`src/rtl/uarch_pkg.sv`:
```
// Shared micro-architecture types and constants for the front end.
// Holds the fetch-pair payload and the default fetch buffer depth.
package uarch_pkg;

    localparam int unsigned CPU_ADDR_BITS   = 32;
    localparam int unsigned CPU_INST_BITS   = 32;
    localparam int unsigned FETCH_BUF_DEPTH = 4;

    // One fetch group: two consecutive slots that always travel together
    typedef struct packed {
        logic [CPU_ADDR_BITS-1:0] pc0;
        logic [CPU_ADDR_BITS-1:0] pc1;
        logic [CPU_INST_BITS-1:0] inst0;
        logic [CPU_INST_BITS-1:0] inst1;
    } fetch_pair_t;

endpackage

```
`src/rtl/fetch_buffer_if.sv`:
```
// Fetch-to-decode handshake bundle for the fetch buffer.
// The master side is fetch/decode control; the slave side is the buffer.
interface fetch_buffer_if
    import uarch_pkg::*;
#(
    parameter int unsigned DEPTH = FETCH_BUF_DEPTH
);

    localparam int unsigned OCC_W = $clog2(DEPTH) + 1;

    logic                     flush;
    logic                     buf_rdy;
    logic                     fetch_val;
    logic [CPU_ADDR_BITS-1:0] fetch_pc0;
    logic [CPU_ADDR_BITS-1:0] fetch_pc1;
    logic [CPU_INST_BITS-1:0] fetch_inst0;
    logic [CPU_INST_BITS-1:0] fetch_inst1;
    logic                     decode_rdy;
    logic [CPU_ADDR_BITS-1:0] inst0_pc;
    logic [CPU_ADDR_BITS-1:0] inst1_pc;
    logic [CPU_INST_BITS-1:0] inst0;
    logic [CPU_INST_BITS-1:0] inst1;
    logic                     inst_val;
    logic [OCC_W-1:0]         occupancy;

    modport master (
        output flush,
        output fetch_val,
        output fetch_pc0,
        output fetch_pc1,
        output fetch_inst0,
        output fetch_inst1,
        output decode_rdy,
        input  buf_rdy,
        input  inst0_pc,
        input  inst1_pc,
        input  inst0,
        input  inst1,
        input  inst_val,
        input  occupancy
    );

    modport slave (
        input  flush,
        input  fetch_val,
        input  fetch_pc0,
        input  fetch_pc1,
        input  fetch_inst0,
        input  fetch_inst1,
        input  decode_rdy,
        output buf_rdy,
        output inst0_pc,
        output inst1_pc,
        output inst0,
        output inst1,
        output inst_val,
        output occupancy
    );

endinterface

```
`src/rtl/fetch_buffer.sv`:
```
// Circular FIFO of instruction pairs between fetch and decode, zero-latency head read.
// Optional same-cycle empty-buffer bypass is enabled by defining FETCH_BUF_BYPASS_EN.
module fetch_buffer
    import uarch_pkg::*;
#(
    parameter int unsigned DEPTH = FETCH_BUF_DEPTH
) (
    input  logic          clk,
    input  logic          rst,
    fetch_buffer_if.slave bus
);

    localparam int unsigned IDX_W = $clog2(DEPTH);
    localparam int unsigned PTR_W = IDX_W + 1;

    logic [PTR_W-1:0] r_wptr;
    logic [PTR_W-1:0] r_rptr;
    fetch_pair_t      r_mem [DEPTH];

    logic        w_empty;
    logic        w_full;
    logic        w_push;
    logic        w_pop;
    logic        w_inst_val;
    logic        w_byp_take;
    fetch_pair_t w_fetch_pair;
    fetch_pair_t w_head_mem;
    fetch_pair_t w_head;

    // Pointer MSB is the wrap bit distinguishing full from empty
    assign w_empty = (r_wptr == r_rptr);
    assign w_full  = (r_wptr[IDX_W-1:0] == r_rptr[IDX_W-1:0]) &&
                     (r_wptr[IDX_W] != r_rptr[IDX_W]);

    assign w_fetch_pair.pc0   = bus.fetch_pc0;
    assign w_fetch_pair.pc1   = bus.fetch_pc1;
    assign w_fetch_pair.inst0 = bus.fetch_inst0;
    assign w_fetch_pair.inst1 = bus.fetch_inst1;

    assign w_head_mem = w_empty ? fetch_pair_t'('0) : r_mem[r_rptr[IDX_W-1:0]];

`ifdef FETCH_BUF_BYPASS_EN
    logic w_bypass;

    // An empty buffer forwards the incoming pair; if decode takes it, it is never stored
    assign w_bypass   = w_empty && bus.fetch_val && !bus.flush;
    assign w_byp_take = w_bypass && bus.decode_rdy;
    assign w_inst_val = !w_empty || w_bypass;
    assign w_head     = w_bypass ? w_fetch_pair : w_head_mem;
`else
    assign w_byp_take = 1'b0;
    assign w_inst_val = !w_empty;
    assign w_head     = w_head_mem;
`endif

    // Push is gated only by full, so a same-cycle pop never frees a slot early
    assign w_push = bus.fetch_val && !w_full && !bus.flush && !w_byp_take;
    assign w_pop  = !w_empty && bus.decode_rdy && !bus.flush;

    always_ff @(posedge clk) begin
        if (rst || bus.flush) begin
            r_wptr <= '0;
            r_rptr <= '0;
        end else begin
            if (w_push) begin
                r_wptr <= r_wptr + PTR_W'(1);
            end
            if (w_pop) begin
                r_rptr <= r_rptr + PTR_W'(1);
            end
        end
    end

    // Storage is intentionally not reset; pointers alone define validity
    always_ff @(posedge clk) begin
        if (w_push && !rst) begin
            r_mem[r_wptr[IDX_W-1:0]] <= w_fetch_pair;
        end
    end

    assign bus.buf_rdy   = !w_full;
    assign bus.inst_val  = w_inst_val;
    assign bus.inst0_pc  = w_head.pc0;
    assign bus.inst1_pc  = w_head.pc1;
    assign bus.inst0     = w_head.inst0;
    assign bus.inst1     = w_head.inst1;
    assign bus.occupancy = r_wptr - r_rptr;

endmodule
```
`src/flat_wrapper.sv`:
```
// flat-port wrapper written by rule: the top's interface ports become plain ports
module fetch_buffer_flat import uarch_pkg::*;
#(
    parameter int unsigned DEPTH = FETCH_BUF_DEPTH
)
  (clk, rst, bus_flush, bus_fetch_val, bus_fetch_pc0, bus_fetch_pc1, bus_fetch_inst0, bus_fetch_inst1, bus_decode_rdy, bus_buf_rdy, bus_inst0_pc, bus_inst1_pc, bus_inst0, bus_inst1, bus_inst_val, bus_occupancy);
  fetch_buffer_if #(.DEPTH(DEPTH)) bus_i ();
  input  logic clk;
  input  logic rst;
  input wire logic [$bits(bus_i.flush)-1:0] bus_flush;
  input wire logic [$bits(bus_i.fetch_val)-1:0] bus_fetch_val;
  input wire logic [$bits(bus_i.fetch_pc0)-1:0] bus_fetch_pc0;
  input wire logic [$bits(bus_i.fetch_pc1)-1:0] bus_fetch_pc1;
  input wire logic [$bits(bus_i.fetch_inst0)-1:0] bus_fetch_inst0;
  input wire logic [$bits(bus_i.fetch_inst1)-1:0] bus_fetch_inst1;
  input wire logic [$bits(bus_i.decode_rdy)-1:0] bus_decode_rdy;
  output wire logic [$bits(bus_i.buf_rdy)-1:0] bus_buf_rdy;
  output wire logic [$bits(bus_i.inst0_pc)-1:0] bus_inst0_pc;
  output wire logic [$bits(bus_i.inst1_pc)-1:0] bus_inst1_pc;
  output wire logic [$bits(bus_i.inst0)-1:0] bus_inst0;
  output wire logic [$bits(bus_i.inst1)-1:0] bus_inst1;
  output wire logic [$bits(bus_i.inst_val)-1:0] bus_inst_val;
  output wire logic [$bits(bus_i.occupancy)-1:0] bus_occupancy;
  assign bus_i.flush = bus_flush;
  assign bus_i.fetch_val = bus_fetch_val;
  assign bus_i.fetch_pc0 = bus_fetch_pc0;
  assign bus_i.fetch_pc1 = bus_fetch_pc1;
  assign bus_i.fetch_inst0 = bus_fetch_inst0;
  assign bus_i.fetch_inst1 = bus_fetch_inst1;
  assign bus_i.decode_rdy = bus_decode_rdy;
  assign bus_buf_rdy = bus_i.buf_rdy;
  assign bus_inst0_pc = bus_i.inst0_pc;
  assign bus_inst1_pc = bus_i.inst1_pc;
  assign bus_inst0 = bus_i.inst0;
  assign bus_inst1 = bus_i.inst1;
  assign bus_inst_val = bus_i.inst_val;
  assign bus_occupancy = bus_i.occupancy;
  fetch_buffer #(.DEPTH(DEPTH)) u_core (.clk(clk), .rst(rst), .bus(bus_i));
endmodule
```
`config.mk`:
```
export PLATFORM = sky130hd
export DESIGN_NAME = fetch_buffer_flat
export DESIGN_NICKNAME = d
export VERILOG_FILES = /design/src/rtl/uarch_pkg.sv /design/src/rtl/fetch_buffer_if.sv /design/src/rtl/fetch_buffer.sv /design/src/flat_wrapper.sv
export SDC_FILE = /design/constraint.sdc
export NUM_CORES = 1
export LEC_CHECK = 0
export BUFFER_PORTS_ARGS = -buffer_cell sky130_fd_sc_hd__buf_2
export CORE_ASPECT_RATIO = 1.2
export CORE_UTILIZATION = 40
export CTS_CLUSTER_SIZE = 8
export DETAILED_ROUTE_END_ITERATION = 12
export GPL_TIMING_DRIVEN = 0
export MAX_ROUTING_LAYER = met4
export RECOVER_POWER = 25
export SYNTH_ARGS = -nofsm -noshare
export SYNTH_HDL_FRONTEND = slang
export SYNTH_SLANG_ARGS = --single-unit
```
`constraint.sdc`:
```
create_clock -name clk -period 13.9 [get_ports clk]
set_input_delay 1.39 -clock clk [delete_from_list [all_inputs] [get_ports clk]]
set_output_delay 1.39 -clock clk [all_outputs]
set_load 0.005 [all_outputs]
```
==> impl_metrics.toml <==
[placement]
io_buffers = 265
gp_congestion = 0.731
dp.final_hpwl_mm = 28.9
placed_area_um2 = 23000

[outcome]
violations = "design-rule violations"
status = "complete, but fails checks"

[global_route]
track_usage_pct = 17.5
antenna_found_initial = 6
grt_pass1_wl_mm = 62.9
grt_max_degree = 11
grt_overflow = 0
grt_pass1_vias = 10500

[route]
drt_iter0_drc = 407
ant_nets = 0
post-route-drc-count = 16
wire_per_inst_um = 22.0
vias = 9707
wirelength_mm = 42.4
drt_first_pass_iters = 8
avgViaCountPerCell = 5.03

[pwr]
pwr_density_cell_nw_per_um2 = 137
leakage_nw = 8.42
ir_worst_vdd_v = 0.000121
power_w = 0.00341

[setup_path]
arrival_ps = 2780
endpoint_kind = "output pin"
crit_path_start_kind = "flip-flop"
slowest_stage = "clkbuf_1"
cp_max_fo = 10
critical_path_class = "flip-flop to output pin"
critical-path-max-stage-delay_ps = 750
critPathBufInv = 3
cpMostUsedCell = "buf_2"
critPathTopFamily = "buffers and inverters"
crit_chain = "clkbuf_1 -> buf_2 -> mux4_2 -> nor2b_1 -> buf_2"
critPathRequiredTime_ps = 12510

[synth]
synthFlopType = "edfxtp_1"
synth_edf_count = 512
yosysUniqueCellTypes = 31
ys_warn_count = 0
synthCells = 871
ys_seq_area_share_pct = 77.3
avgSynthCellArea_um2 = 23.1
ys_ff_latch = 520
synth_area_um2 = 20100
synth.net_count = 1012
synthArstFlopShare_pct = 0

[floorplan]
initial_utilization_pct = 40.7
fp.dieW_um = 207
rows = 89
fp.coreArea_um2 = 49300
die_area_um2 = 51100
ios = 266
die_height_um = 248

[final_layout]
regArea_um2 = 15500
fillers = 4000
fin_area_um2 = 24800
multi_input_comb_area_um2 = 4150
layout-drive-gt1-share_pct = 36.5
nNetsFinal = 1415
areaGrowthSynthToFinish_pct = 23.7

[clocking]
cts_buffer_depth = 3
clk_pin_slew_worst_paths_ps = 50
cts_buffers = 74
ctsResizeCount = 0
cts.sinks = 520
worstSkewPairLatency_ps = 590
root_buffer = "clkbuf_16"
hold_buffers = 0
htree_levels = 3
post_cts_buffers = 0
cts_tree = "built"

[timing]
finalClockSkew_ps = 12.7
finalSetupViolations = 0
relSlewSlack_pct = 32.8
hold_viol_final = 0
slew_violations = 0
fin_crit_ps = 4170
tns_ps = 0
rsz0062_at_grt = "no"
max_slew.worst_pin.slew_ps = 1010
max_freq_mhz = 240
fin_crit_sh_pct = 30.0

[hold_path]
hp-class = "flip-flop to flip-flop"

[job]
cap_violations = 0
metal layers:
| layer | share of wire, % | up-vias | wire length [µm] | GRT usage (%) |
|---|---|---|---|---|
| li1 | - | 4372 | - | - |
| met1 | 40 | 4981 | 16900 | 20.5 |
| met2 | 51 | 286 | 21500 | 28.5 |
| met3 | 7.2 | 68 | 3060 | 4.96 |
| met4 | 2.2 | 0 | 935 | 6.53 |
| met5 | 0 | - | 0 | - |
final cells by class:
type                            instances  share of cell area [%]
Clock buffer                           88                    7.84
Timing Repair Buffer                  327                    7.86
Clock inverter                          2                   0.101
Tap cell                              637                    3.21
Multi-Input combinational cell        299                    16.7
Inverter                                9                   0.136
Antenna cell                            5                  0.0504
Buffer                                 43                    1.58
Sequential cell                       520                    62.5
registers in the layout (all words and copies together), names as in the netlist, named ones only:
name,cells
u_core.r_rptr,3
u_core.r_mem,512
u_core.r_wptr,3
kinds of logic (layout without fill, tap and decap cells):
kind of cell               count (synthesis)  count (layout)  share of synthesized area, %
DFF                                      520             520                          77.3
and+or+nand+nor                          150             150                          4.64
muxes                                    134             134                          15.1
buffers and inverters                     52             469                          2.12
adders and majority gates                  8               8                         0.536
AOI/OAI and AO/OA                          5               5                         0.187
xor gates and xnor gates                   2               2                         0.125
other                                      0               5                             0
final timing paths:
| check | startpoint | endpoint | slack, ps | depth (start not counted) |
|---|---|---|---|---|
| max reg2reg | u_core.r_wptr[0] | u_core.r_mem[1][56] | 10250 | 12 |
| min | u_core.r_wptr[0] | u_core.r_wptr[0] | 500 | 2 |
| min reg2reg | u_core.r_wptr[0] | u_core.r_wptr[0] | 500 | 2 |
| max | flip-flop | bus_inst1[15] | 9730 | 5 |
worst min-delay path, cell delays in order, from the launching register on:
cell and delay (ps):
dfxtp_1 330, nand2_1 60, mux2i_1 50
placed cells by master (no fill, tap or decap), drive strengths merged:
master and count:
a211o 1, a21oi 1, and2 1, and2b 2, buf 276, clkbuf 182
clkinv 1, dfxtp 8, diode 5, edfxtp 512, fa 1, ha 7
inv 10, mux2i 6, mux4 128, nand2 10, nand3b 1, nand4 1
nand4b 1, nor2 2, nor2b 126, nor3b 4, o211ai 2, o21a 1
or3 2, xor2 2
metrics by stage:
| step | cells | hold WS (ps) | util (%) | setup WS (ps) |
|---|---|---|---|---|
| floorplan | 871 | 472 | - | 2040 |
| global placement | 1773 | 496 | 45.0 | -6820 |
| detailed placement | 1835 | 500 | 46.6 | 9730 |
| CTS | 1925 | 506 | 50.6 | 9580 |
| global route | 1930 | 539 | 50.4 | 9580 |
| finish | 1930 | 499 | 50.4 | 9730 |
cells in the mapped netlist (all sizes together), types with 4 or more instances:
cell | count | area share, %
nor3b | 4 | 0.15
dfxtp | 8 | 0.80
nand2 | 10 | 0.19
inv | 9 | 0.17
mux2i | 6 | 0.30
nor2b | 126 | 3.9
mux4 | 128 | 15
edfxtp | 512 | 77
ha | 7 | 0.44
buf | 37 | 1.7
clkbuf | 6 | 0.21
report_power, final:
part / total, W / switching [W] / internal [W]
Combinational: 0.000108 / 0.0000588 / 0.0000491
Sequential: 0.00174 / 0.00000288 / 0.00174
Clock: 0.00156 / 0.000595 / 0.000965
Total: 0.00341 / 0.000657 / 0.00276
Note: power is estimated with default switching activity, not from simulation.
